[src/rtl/if_fetch_ctrl.sv]
// Instruction-fetch sequencer: one outstanding request at a time on the I-side bus.
// Optional macro IF_ADEL_CHECK_EN enables the misaligned-PC address-error path.
module if_fetch_ctrl #(
  parameter int unsigned          ADDR_W   = 32,
  parameter logic [ADDR_W-1:0]    RESET_PC = ADDR_W'(32'hBFC0_0000)
) (
  input  logic              clk_i,
  input  logic              rst_i,
  input  logic              stall_i,
  input  logic              flush_i,
  input  logic [ADDR_W-1:0] flush_pc_i,
  input  logic              branch_i,
  input  logic [ADDR_W-1:0] branch_pc_i,
  output logic              inst_req_o,
  output logic [ADDR_W-1:0] inst_addr_o,
  input  logic              inst_addr_ok_i,
  input  logic              inst_data_ok_i,
  input  logic [31:0]       inst_rdata_i,
  output logic              if_valid_o,
  output logic [ADDR_W-1:0] if_pc_o,
  output logic [31:0]       if_inst_o,
  output logic              if_adel_o,
  output logic              busy_o
);

  typedef enum logic [1:0] {StReq, StWait, StHold, StIdle} state_e;

  state_e            state_q, state_d;
  logic [ADDR_W-1:0] fetch_pc_q, fetch_pc_d;
  logic [ADDR_W-1:0] pend_pc_q, pend_pc_d;
  logic              drop_q, drop_d;
  logic              redir_pend_q, redir_pend_d;
  logic              req_en_q;
  logic              if_valid_q, if_valid_d;
  logic [ADDR_W-1:0] if_pc_q, if_pc_d;
  logic [31:0]       if_inst_q, if_inst_d;
`ifdef IF_ADEL_CHECK_EN
  logic              if_adel_q, if_adel_d;
  logic              misaligned;
  assign misaligned = (fetch_pc_q[1:0] != 2'b00);
`endif

  logic              redirect;
  logic [ADDR_W-1:0] redir_pc;

  assign redirect = flush_i | branch_i;
  assign redir_pc = flush_i ? flush_pc_i : branch_pc_i;

  always_comb begin
    state_d      = state_q;
    fetch_pc_d   = fetch_pc_q;
    pend_pc_d    = pend_pc_q;
    drop_d       = drop_q;
    redir_pend_d = redir_pend_q;
    if_valid_d   = if_valid_q;
    if_pc_d      = if_pc_q;
    if_inst_d    = if_inst_q;
`ifdef IF_ADEL_CHECK_EN
    if_adel_d    = if_adel_q;
`endif
    case (state_q)
      StReq: begin
        // No request is on the bus yet in the first cycle after reset.
        if (!req_en_q) begin
          if (redirect) fetch_pc_d = redir_pc;
        end else
`ifdef IF_ADEL_CHECK_EN
        if (misaligned) begin
          state_d    = StHold;
          if_valid_d = 1'b1;
          if_pc_d    = fetch_pc_q;
          if_inst_d  = 32'h0;
          if_adel_d  = 1'b1;
        end else
`endif
        begin
          // The held request must complete; its response is dropped later.
          if (redirect) begin
            drop_d    = 1'b1;
            pend_pc_d = redir_pc;
          end
          if (inst_addr_ok_i) state_d = StWait;
        end
      end
      StWait: begin
        if (inst_data_ok_i) begin
          if (drop_q || redirect) begin
            drop_d     = 1'b0;
            fetch_pc_d = redirect ? redir_pc : pend_pc_q;
            state_d    = StReq;
          end else begin
            if_valid_d = 1'b1;
            if_pc_d    = fetch_pc_q;
            if_inst_d  = inst_rdata_i;
            state_d    = StHold;
          end
        end else if (redirect) begin
          drop_d    = 1'b1;
          pend_pc_d = redir_pc;
        end
      end
      StHold: begin
`ifdef IF_ADEL_CHECK_EN
        if (if_adel_q) begin
          if (flush_i) begin
            if_valid_d = 1'b0;
            if_adel_d  = 1'b0;
            fetch_pc_d = flush_pc_i;
            state_d    = StReq;
          end else if (!stall_i) begin
            if_valid_d = 1'b0;
            state_d    = StIdle;
          end
        end else
`endif
        if (flush_i) begin
          if_valid_d   = 1'b0;
          redir_pend_d = 1'b0;
          fetch_pc_d   = flush_pc_i;
          state_d      = StReq;
        end else if (!stall_i) begin
          // Presented instruction is the delay slot, so a branch still accepts it.
          if_valid_d   = 1'b0;
          redir_pend_d = 1'b0;
          state_d      = StReq;
          if (branch_i)          fetch_pc_d = branch_pc_i;
          else if (redir_pend_q) fetch_pc_d = pend_pc_q;
          else                   fetch_pc_d = if_pc_q + ADDR_W'(4);
        end else if (branch_i) begin
          pend_pc_d    = branch_pc_i;
          redir_pend_d = 1'b1;
        end
      end
      StIdle: begin
        if (flush_i) begin
          fetch_pc_d = flush_pc_i;
          state_d    = StReq;
`ifdef IF_ADEL_CHECK_EN
          if_adel_d  = 1'b0;
`endif
        end
      end
      default: state_d = StReq;
    endcase
  end

  always_ff @(posedge clk_i) begin
    if (!rst_i) begin
      state_q      <= StReq;
      fetch_pc_q   <= RESET_PC;
      pend_pc_q    <= '0;
      drop_q       <= 1'b0;
      redir_pend_q <= 1'b0;
      req_en_q     <= 1'b0;
      if_valid_q   <= 1'b0;
      if_pc_q      <= '0;
      if_inst_q    <= '0;
`ifdef IF_ADEL_CHECK_EN
      if_adel_q    <= 1'b0;
`endif
    end else begin
      state_q      <= state_d;
      fetch_pc_q   <= fetch_pc_d;
      pend_pc_q    <= pend_pc_d;
      drop_q       <= drop_d;
      redir_pend_q <= redir_pend_d;
      req_en_q     <= 1'b1;
      if_valid_q   <= if_valid_d;
      if_pc_q      <= if_pc_d;
      if_inst_q    <= if_inst_d;
`ifdef IF_ADEL_CHECK_EN
      if_adel_q    <= if_adel_d;
`endif
    end
  end

`ifdef IF_ADEL_CHECK_EN
  assign inst_req_o = req_en_q & (state_q == StReq) & ~misaligned;
  assign if_adel_o  = if_adel_q;
`else
  assign inst_req_o = req_en_q & (state_q == StReq);
  assign if_adel_o  = 1'b0;
`endif
  assign inst_addr_o = fetch_pc_q;
  assign busy_o      = (state_q == StWait);
  assign if_valid_o  = if_valid_q;
  assign if_pc_o     = if_pc_q;
  assign if_inst_o   = if_inst_q;

endmodule

[config.mk]
export PLATFORM = sky130hd
export DESIGN_NAME = if_fetch_ctrl
export DESIGN_NICKNAME = d
export VERILOG_FILES = /design/src/rtl/if_fetch_ctrl.sv
export SDC_FILE = /design/constraint.sdc
export NUM_CORES = 1
export LEC_CHECK = 0
export CAP_MARGIN = 5
export CORE_ASPECT_RATIO = 1.75
export CORE_MARGIN = 2
export CORE_UTILIZATION = 49
export DETAILED_ROUTE_END_ITERATION = 7
export PLACE_DENSITY = 0.76
export SLEW_MARGIN = 10
export SYNTH_ARGS = -nofsm -noshare
export SYNTH_HDL_FRONTEND = slang
export SYNTH_SLANG_ARGS = --single-unit
[constraint.sdc]
create_clock -name clk_i -period 4.9 [get_ports clk_i]
set_input_delay 1.225 -clock clk_i [delete_from_list [all_inputs] [get_ports clk_i]]
set_output_delay 1.225 -clock clk_i [all_outputs]
set_load 0.05 [all_outputs]
* Yosys cells after proc, flatten, opt, wreduce, memory -nomap -nowiden *
Index checks and enable logic that the tools add are counted.

storage, ports and cells
  flip-flop bits (word level) = 134
  input bits = 103
  output and inout bits = 100

operators by class
  add/subtract/negate cells = 1
  eq/ne operators = 18
  muxes and demuxes = 40
  bitwise logic cells = 3
  reduce and logical (&&, ||, !) cells = 12

operators by type and width
  cell                     number
  $mux W32                 16
  $pmux W32 S4             1
  $pmux W32 S3             1
  $add A32 B3 Y32 const B  1
  $ne A2 B2 Y1 const B     11
  $mux W2                  7
  $mux W1                  12
  $reduce_and A6 Y1        2
  $pmux W2 S4              1
  $reduce_and A3 Y1        2
  $reduce_and A5 Y1        1
  $eq A2 B2 Y1 const B     2
  $pmux W1 S2              2
  $reduce_and A4 Y1        1
  $reduce_bool A2 Y1       2
  $ne A3 B1 Y1 const B     1
  $ne A3 B2 Y1 const B     1
  $ne A3 B3 Y1 const B     1
  $reduce_bool A3 Y1       1
  $eq A2 B1 Y1 const B     1
  $logic_not A2 Y1         1
  $ne A2 B1 Y1 const B     1
  $reduce_and A2 Y1        1
  $and A1 B1 Y1            1
  other kinds (3)          3

* Depth between registers and ports, before layout *
Gate-level depths: netlist of the first run.

  depth in word-level cells = 6
  gate-level depth with buffers = 10
  depth with buffers taken out = 7

* Worst setup path after synthesis of the first run *
OpenSTA, ideal clock, no wires.

  path type = input-to-reg
  start = input port branch_i
  end = register fetch_pc_q[28], in the netlist inst_addr_o[28]
  library setup time = 0.137 ns
  arrival time = 2.646 ns
  path slack = 2.117 ns
  cell stages on the path = 7
  path through = buf_2 > buf_2 > mux2_2 > o21ai_0 > o22ai_1 > a2111oi_0 > a22oi_1

on the way
  cells in the longest elaborated chain, start to end = 5

RTL lines
  element               RTL line  text
  start, declared       12        input logic branch_i,
  $or A1 B1 Y1          46        assign redirect = flush_i | branch_i;
  $mux W32              n/a
  $mux W32              87        if (drop_q || redirect) begin
  $mux W32              86        if (inst_data_ok_i) begin
  $pmux W32 S4          61        case (state_q)
  end signal, assigned  163       fetch_pc_q <= fetch_pc_d;
  end, declared         29        logic [ADDR_W-1:0] fetch_pc_q, fetch_pc_d;

Parallel ways exist; a longest one is shown, timed or not. The select of a mux whose other input is x is not followed.
A chain may end at the register's enable or synchronous reset.

* Final worst setup path of the first run *
  start = input port flush_i
  end = register fetch_pc_q[27], in the netlist inst_addr_o[27]

on the way
  cells in the longest elaborated chain, start to end = 5

RTL lines
  element                                   RTL line  text
  start, declared                           10        input logic flush_i,
  $mux W32 or $or A1 B1 Y1 (tied branches)  47, 46
  $mux W32                                  65        if (redirect) fetch_pc_d = redir_pc;
  $mux W32                                  87
  $mux W32                                  86
  $pmux W32 S4                              61

Parallel ways exist; a longest one is shown, timed or not. The select of a mux whose other input is x is not followed.

==> out/qor.yml, run 1 <==
status: "completed"
drt_iter0_markers: 905
synth-seq-cells: 134
ant_nets: 0
tns_ns: 0
grt_pass1_wl_um: 46900
clock_skew_ns: 0.0134
ios: 203
io_buffers: 201
hp-class: "reg -> reg"
rsz0062_at_grt: "false"
syn_area_sq_um: 7990
nets: 1366
slew_violations: 0
die_y_um: 173
irDropWorstVdd_uv: 223
dieWidth_um: 101
insertion_delay_ns: 0.43
grt_pass1_vias: 8971
crit_type: "in -> reg"
numClockSinks: 134
finalWeightedCongestion: 0.929
via_count: 9315
maxCapViolations: 0
grt_use_total_pct: 33.9
min_period_over_period_pct: 71.6
cts_resized: 0
grt-ovfl-total: 0
cp_data_required_time_ns: 5.23
cts_inserted_buffers: 17
clockRootBuffer: "clkbuf_16"
antenna-diode-count: 0
crit_fanout: 46
worst_pin_slew_ns: 1.06
place_hpwl_um: 20600
drt_wl_total_um: 29700
h-tree-depth: 4
max_freq_mhz: 285
grt_max_degree: 59
worstPathArrival_ns: 3.84
startpoint_type: "input pin"
rows: 61
total_leakage_power_nw: 3.67
first_pass_iters: 6
post-cts-setup-buffers: 0
tritoncts: "done"
power_density_nw_per_um2: 285
yosysTopAreaCellShare_pct: 33.6
antenna_found_initial: 0
slowest_stage: "nand2_1"
initial_utilization_pct: 50.1
layout-drive-gt1-share_pct: 6.67
clk_pin_slew_ns: 0.07
postSynthCellCount: 1111
synth_ff_type: "dfxtp_1"
vias_per_cell: 6.36
crit_chain: "buf_2 -> clkinv_1 -> buf_4 -> nand2_1 -> nor2_1 -> nor4_1 -> o211ai_1 -> o311ai_0"
coreArea_sq_um: 16000
avgSynthCellArea_sq_um: 7.19
cp-end-kind: "register"
seq_area_frac_synth_pct: 33.6
syn_to_final_growth_pct: 32.9
cts_buffer_depth: 2
hold_buffers: 0
hold_viol: 0
async_reset_ff_share_pct: 0
yosysTopAreaCell: "dfxtp_1"
design.die.area_sq_um: 17400
drc: 0
finalSetupViolCount: 0
critPathMaxStageDelay_ns: 0.69
ys_types: 69
wire_per_inst_um: 20.3
period_minus_slack_ns: 3.51
p_total_mw: 3.03
slew_headroom_pct: 29.0
synthTopCellsByArea: "dfxtp_1, nand2_1, a21oi_1, o21ai_0, nor2_1"
yosysWarnings: 0
syn_nets: 1215
synth_edf_count: 0
final timing paths:
kind	start	endpoint	slack, ns	depth (start not counted)
setup / recovery	flush_i	inst_addr_o[27]	1.39	8
hold reg to reg	if_inst_o[11]	if_inst_o[11]	0.45	2
setup reg to reg	state_q[1]	inst_addr_o[18]	1.96	6
hold / removal	if_inst_o[11]	if_inst_o[11]	0.45	2
registers in the layout, summed over array words and instances, names as in the netlist:
name,cells
if_inst_o,32
if_pc_o,32
inst_addr_o,32
pend_pc_q,32
state_q,2
drop_q,1
if_valid_o,1
redir_pend_q,1
req_en_q,1
where the power goes:
group	switching [mW]	internal [mW]	leakage, nW	total, mW
logic	0.376	0.243	2.32	0.619
registers	0.0509	1.15	1.10	1.20
clock network	0.531	0.680	0.256	1.21
cell usage after synthesis, drive strengths merged (10+ instances only):
master / count
nand2: 222
dfxtp: 134
a21oi: 126
o21ai: 96
nor2: 82
clkbuf: 70
nand3: 30
a221oi: 28
buf: 26
mux2i: 24
nor3: 22
a211oi: 21
o211ai: 21
nand2b: 17
inv: 12
mux2: 12
a31oi: 11
xor2: 11
nor2b: 10
xnor2: 10
cell usage in the layout (no fill, tap or decap), types with 8 or more instances in the layout:
cell type          n
clkdlybuf4s50_1  198
dfxtp_1          133
mux2i_1           24
a21oi_1          126
nand4_1            8
xor2_1            11
a311oi_1           8
o221ai_1           8
nor2_1            82
nand2b_1          17
nor3_1            22
nand2_1          222
nor2b_1            9
a221oi_1          28
mux2_2            12
xnor2_1           10
o21ai_0           96
buf_4             27
inv_1             11
clkbuf_16         17
o22ai_1            9
a211oi_1          21
o211ai_1          21
a31oi_1           11
a22oi_1            9
nand3_1           30
critical path, delay by kind of cell:
| kind | cells | cell delay (ns) |
|---|---|---|
| AOI/OAI and AO/OA | 2 | 0.43 |
| and+or+nand+nor | 3 | 1.03 |
| buffers and inverters | 3 | 1.12 |
cells by family (layout without fill, tap and decap cells):
family	count (synthesis)	in the layout	synth area share, %
simple gates	427	427	23.7
compound gates	382	382	30.1
flops	134	134	33.6
buf+inv	109	273	5.48
mux	36	36	4.70
xor+xnor	21	21	2.30
fa+ha+maj	1	1	0.157
other cells	1	1	0.0469
metal layers:
metal,track usage [%],vias to the layer above,part of all wire [%]
met1,39.1,4319,37
met3,7.72,127,8.6
li1,-,4325,-
met5,0,-,0
met2,56.1,544,49
met4,20.4,0,5.6
layout make-up:
| type | instances | area [sq um] |
|---|---|---|
| Clock buffer | 20 | 457 |
| Tap cell | 189 | 236 |
| Fill cell | 1406 | 5340 |
| Multi-Input combinational cell | 868 | 4880 |
| Timing Repair Buffer | 228 | 2210 |
| Clock inverter | 12 | 95.1 |
| Inverter | 13 | 50.0 |
| Sequential cell | 134 | 2680 |
metrics by stage:
step           cells  hold WS (ns)  setup slack, ns  instance area (sq um)  utilization [%]
2_1_floorplan   1111         0.436             2.12                   7990                -
3_3_place_gp    1432         0.440             1.10                  10100             63.1
3_5_place_dp    1432         0.446             1.03                  10100             63.1
4_1_cts         1464         0.454             1.46                  10600             66.5
5_1_grt         1464         0.475             1.20                  10600             66.5
6_report        1464         0.454             1.39                  10600             66.5
Note: power is estimated with default switching activity, not from simulation.
==> inputs of run 2 (changes only) <==
Clock period 4.9 ns to 3.5 ns, I/O delays scaled along.
==> out/qor.yml, run 2 (synthesis gave the netlist of run 1 again) <==
final_cell_mix: "nand2_1, clkdlybuf4s50_1, dfxtp_1"
grt_pass1_vias: 9172  # +2.2%
rows: 61  # unchanged
vias_per_cell: 6.38  # +0.21%
first_pass_iters: 7  # +1
grt_max_degree: 65  # +10%
fillers: 1384  # -1.6%
min_period_over_period_pct: 80.3
crit_fanout: 40  # -13%
cts_inserted_buffers: 17  # unchanged
place_hpwl_um: 21100  # +2.7%
cp-end-kind: "output pin"
hp-start: "if_inst_o[9]"
place_inst: 1450  # +1.3%
crit_family: "buffers and inverters"
tritoncts: "done"
stdcell_count: 1482  # +1.2%
design.die.area_sq_um: 17400  # unchanged
cts_buffer_depth: 2  # unchanged
worst_pin_slew_ns: 0.756  # -0.305 ns
clockRootBuffer: "clkbuf_16"
grt_pass1_wl_um: 47900  # +2.2%
layout-drive-gt1-share_pct: 7.89  # +1.2 points
crit_chain: "buf_4 -> nor2_1 -> and2_1 -> buf_12"
hold_viol: 0  # unchanged
crit_type: "reg -> out"
initial_utilization_pct: 50.1  # unchanged
final_common_cell: "nand2_1"
reg2reg_depth: 7  # +1
irDropWorstVdd_uv: 360  # +61%
tns_ns: 0  # unchanged
drc: 0  # unchanged
finalWeightedCongestion: 0.938  # +0.94%
hp-class: "reg -> reg"
dieWidth_um: 101  # unchanged
hold_ws_ns: 0.452  # -0.00199 ns
numClockSinks: 134  # unchanged
p_total_mw: 4.46  # +47%
max_freq_mhz: 356
syn_to_final_growth_pct: 36.0
h-tree-depth: 4  # unchanged
maxCapViolations: 0  # unchanged
clock_skew_ns: 0.0132  # -0.000248 ns
grt-ovfl-total: 0  # unchanged
clk_pin_slew_ns: 0.06  # about the same
nets: 1384  # +1.3%
wire_per_inst_um: 20.4  # +0.76%
reg2reg_slack_ns: 0.86  # -1.10 ns
slew_headroom_pct: 49.6  # +21 points
drt_wl_total_um: 30300  # +2.0%
io_buffers: 201  # unchanged
coreArea_sq_um: 16000  # unchanged
path_buf_inv: 2  # -1
ios: 203  # unchanged
min_to: "if_inst_o[9]"
finalSetupViolCount: 0  # unchanged
slowest_stage: "dfxtp_1"
slew_violations: 0  # unchanged
die_y_um: 173  # unchanged
worstPathArrival_ns: 1.94  # -1.90 ns
antenna_found_initial: 0  # unchanged
status: "completed"
via_count: 9449  # +1.4%
hold_buffers: 0  # unchanged
reg2reg_from: "state_q[1]"
cts_resized: 0  # unchanged
r2r-end: "inst_addr_o[28]"
cp_data_required_time_ns: 2.62  # -2.61 ns
rsz0062_at_grt: "false"
antenna-diode-count: 0  # unchanged
period_minus_slack_ns: 2.81
grt_use_total_pct: 34.5  # +0.60 points
critPathMaxStageDelay_ns: 0.52  # -0.17 ns
startpoint_type: "register"
total_leakage_power_nw: 3.81  # +4.0%
holdPathStages: 2  # unchanged
power_density_nw_per_um2: 410  # +44%
post-cts-setup-buffers: 0  # unchanged
insertion_delay_ns: 0.42  # about the same
ant_nets: 0  # unchanged
drt_iter0_markers: 931  # +2.9%
run 2: changes by cell type in the layout (fill, tap and decap cells not counted):
cell / change
buf_12: +5
bufinv_16: +3
clkinvlp_4: -3
clkdlybuf4s50_1: -1
clkbuf_1: +2
inv_6: -2
buf_4: +14
run 2: power breakdown:
part / leakage [nW] / switching [mW] / internal, mW
clock network: 0.291 / 0.717 / 1.17
logic: 2.43 / 0.535 / 0.361
registers: 1.10 / 0.0724 / 1.61
total: 3.81 / 1.32 / 3.13
run 2: area by class of cell:
type,count,area (sq um),share of cell area [%]
multi-input cells,868,4880,44.9
flip-flops and latches,134,2680,24.7
repair buffers,246,2410,22.2
clock buffers,22,464,4.27
well taps,189,236,2.18
clock inverters,10,145,1.34
inverters,13,50.0,0.461
run 2: worst max-delay path by stage:
stage          slack [ns]         from  depth (start not counted)               to
2_1_floorplan        0.95  if_pc_o[10]                          7  inst_addr_o[31]
3_3_place_gp         0.48      stall_i                          8  inst_addr_o[28]
3_5_place_dp         0.37      stall_i                          8  inst_addr_o[28]
4_1_cts              0.70   state_q[0]                          4       inst_req_o
5_1_grt              0.56   state_q[0]                          4       inst_req_o
6_report             0.69   state_q[0]                          4       inst_req_o
run 2: worst min-delay path: stages, from the launching register on:
cell	delay, ns
dfxtp_1	0.31
nand2_1	0.05
a21oi_1	0.05
run 2: metal layers:
layer / vias to the layer above / track usage [%] / routed length [um]
met5: - / 0 / 0
met4: 0 / 20.4 / 1970
met3: 154 / 8.85 / 2610
met2: 565 / 58.2 / 14800
met1: 4375 / 38.2 / 10900
li1: 4355 / - / -
run 2: through the flow:
stage                     util [%]  area, sq um  worst slack [ns]
after floorplan                  -         7990             0.951
final                         68.1        10900             0.690
after global routing          68.1        10900             0.560
after global placement        64.3        10300             0.480
after CTS                     68.1        10900             0.700
after detailed placement      64.3        10300             0.372
==> inputs of run 3 (changes only) <==
Clock period 3.5 ns to 2.8 ns, I/O delays scaled along.
==> out/qor.yml, run 3 (synthesis gave the netlist of run 1 again) <==
hold_viol: 0  # unchanged
total_leakage_power_nw: 3.95  # +3.6%
io_buffers: 201  # unchanged
drt_iter0_markers: 690  # -26%
slew_violations: 0  # unchanged
grt_use_total_pct: 35.1  # +0.64 points
cp_data_required_time_ns: 3.11  # +0.49 ns
period_minus_slack_ns: 2.55
die_y_um: 173  # unchanged
cts_resized: 0  # unchanged
coreArea_sq_um: 16000  # unchanged
worstPathArrival_ns: 2.86  # +0.92 ns
rsz0062_at_grt: "false"
ant_nets: 0  # unchanged
design.die.area_sq_um: 17400  # unchanged
first_pass_iters: 6  # -1
h-tree-depth: 4  # unchanged
grt-ovfl-total: 0  # unchanged
cts_buffer_depth: 2  # unchanged
slew_headroom_pct: 51.0  # +1.4 points
finish.utilization_pct: 69.5  # +1.4 points
hold_ws_ns: 0.452  # +0.000605 ns
place_inst: 1470  # +1.4%
layout-drive-gt1-share_pct: 9.38  # +1.5 points
syn_to_final_growth_pct: 38.8
vias_per_cell: 6.35  # -0.46%
grt_pass1_wl_um: 48400  # +1.2%
cts_inserted_buffers: 17  # unchanged
finalSetupViolCount: 0  # unchanged
min_period_over_period_pct: 91.1
power_density_nw_per_um2: 513  # +25%
reg2reg_depth: 6  # -1
final_common_cell: "nand2_1"
numClockSinks: 134  # unchanged
final_cell_mix: "nand2_1, clkdlybuf4s50_1, dfxtp_1"
clockRootBuffer: "clkbuf_16"
drt_wl_total_um: 30900  # +1.9%
crit_type: "reg -> reg"
via_count: 9526  # +0.81%
grt_max_degree: 65  # unchanged
insertion_delay_ns: 0.42  # about the same
startpoint_type: "register"
place_hpwl_um: 21800  # +3.0%
hold_buffers: 0  # unchanged
holdPathStages: 2  # unchanged
multi_input_area_sq_um: 4880  # unchanged
status: "completed"
grt_pass1_vias: 9202  # +0.33%
tritoncts: "done"
hp-class: "reg -> reg"
crit_fanout: 11  # -73%
finalWeightedCongestion: 0.953  # +1.7%
initial_utilization_pct: 50.1  # unchanged
ff_latch_area_sq_um: 2680  # unchanged
antenna_found_initial: 0  # unchanged
tns_ns: 0  # unchanged
worst_pin_slew_ns: 0.717  # -0.0396 ns
drc: 0  # unchanged
nets: 1404  # +1.4%
stdcell_count: 1501  # +1.3%
dieWidth_um: 101  # unchanged
post-cts-setup-buffers: 0  # unchanged
clock_skew_ns: 0.00877  # -0.00443 ns
irDropWorstVdd_uv: 340  # -5.5%
wire_per_inst_um: 20.6  # +0.64%
postLayoutCellArea_sq_um: 11100  # +2.0%
antenna-diode-count: 0  # unchanged
rows: 61  # unchanged
place_area_sq_um: 10500  # +2.0%
max_freq_mhz: 392
fillers: 1310  # -5.3%
ios: 203  # unchanged
maxCapViolations: 0  # unchanged
clk_pin_slew_ns: 0.06  # about the same
cp-end-kind: "register"
## run 3: cell types whose count changed in the layout (fill, tap and decap cells not counted), sizes merged
cell | previous run | this run
buf | 49 | 69
clkbuf | 22 | 20
bufinv | 3 | 4
clkinv | 5 | 6
clkinvlp | 2 | 1
## run 3: worst max-delay path, cell delays in order, from the launching register on
cell,delay (ns)
dfxtp_1,0.47
nand4_1,0.28
or4_4,0.72
nor4_4,0.31
xnor2_1,0.17
o221ai_1,0.15
a221o_1,0.33
## run 3: where the power goes
part	internal (mW)	switching, mW
clock network	1.54	0.908
registers	2.01	0.0865
logic	0.470	0.679
## run 3: routing by layer
| layer | vias up | wire (um) | track usage [%] |
|---|---|---|---|
| met2 | 597 | 15300 | 59.2 |
| met1 | 4383 | 10900 | 38.9 |
| met4 | 0 | 1890 | 21.8 |
| li1 | 4404 | - | - |
| met5 | - | 0 | 0 |
| met3 | 142 | 2770 | 8.53 |
## run 3: cell type report
cell class | instances | area share [%]
clock buffer | 20 | 4.12
clock inverter | 11 | 1.56
inverter | 13 | 0.451
multi-input combinational | 868 | 44.0
sequential | 134 | 24.2
tap | 189 | 2.13
timing repair buffer | 266 | 23.5
## run 3: worst paths after layout
kind,from,end,slack (ns)
setup / recovery,if_pc_o[4],inst_addr_o[31],0.25
setup reg to reg,if_pc_o[4],inst_addr_o[31],0.25
hold reg to reg,if_inst_o[8],if_inst_o[8],0.45
hold / removal,if_inst_o[8],if_inst_o[8],0.45
## run 3: per-stage QoR
step | power, mW | setup WS, ns
2_1_floorplan | 2.75 | 0.251
3_3_place_gp | 3.24 | 0.186
3_5_place_dp | 3.25 | 0.165
4_1_cts | 5.70 | 0.248
5_1_grt | 5.87 | 0.148
6_report | 5.69 | 0.250
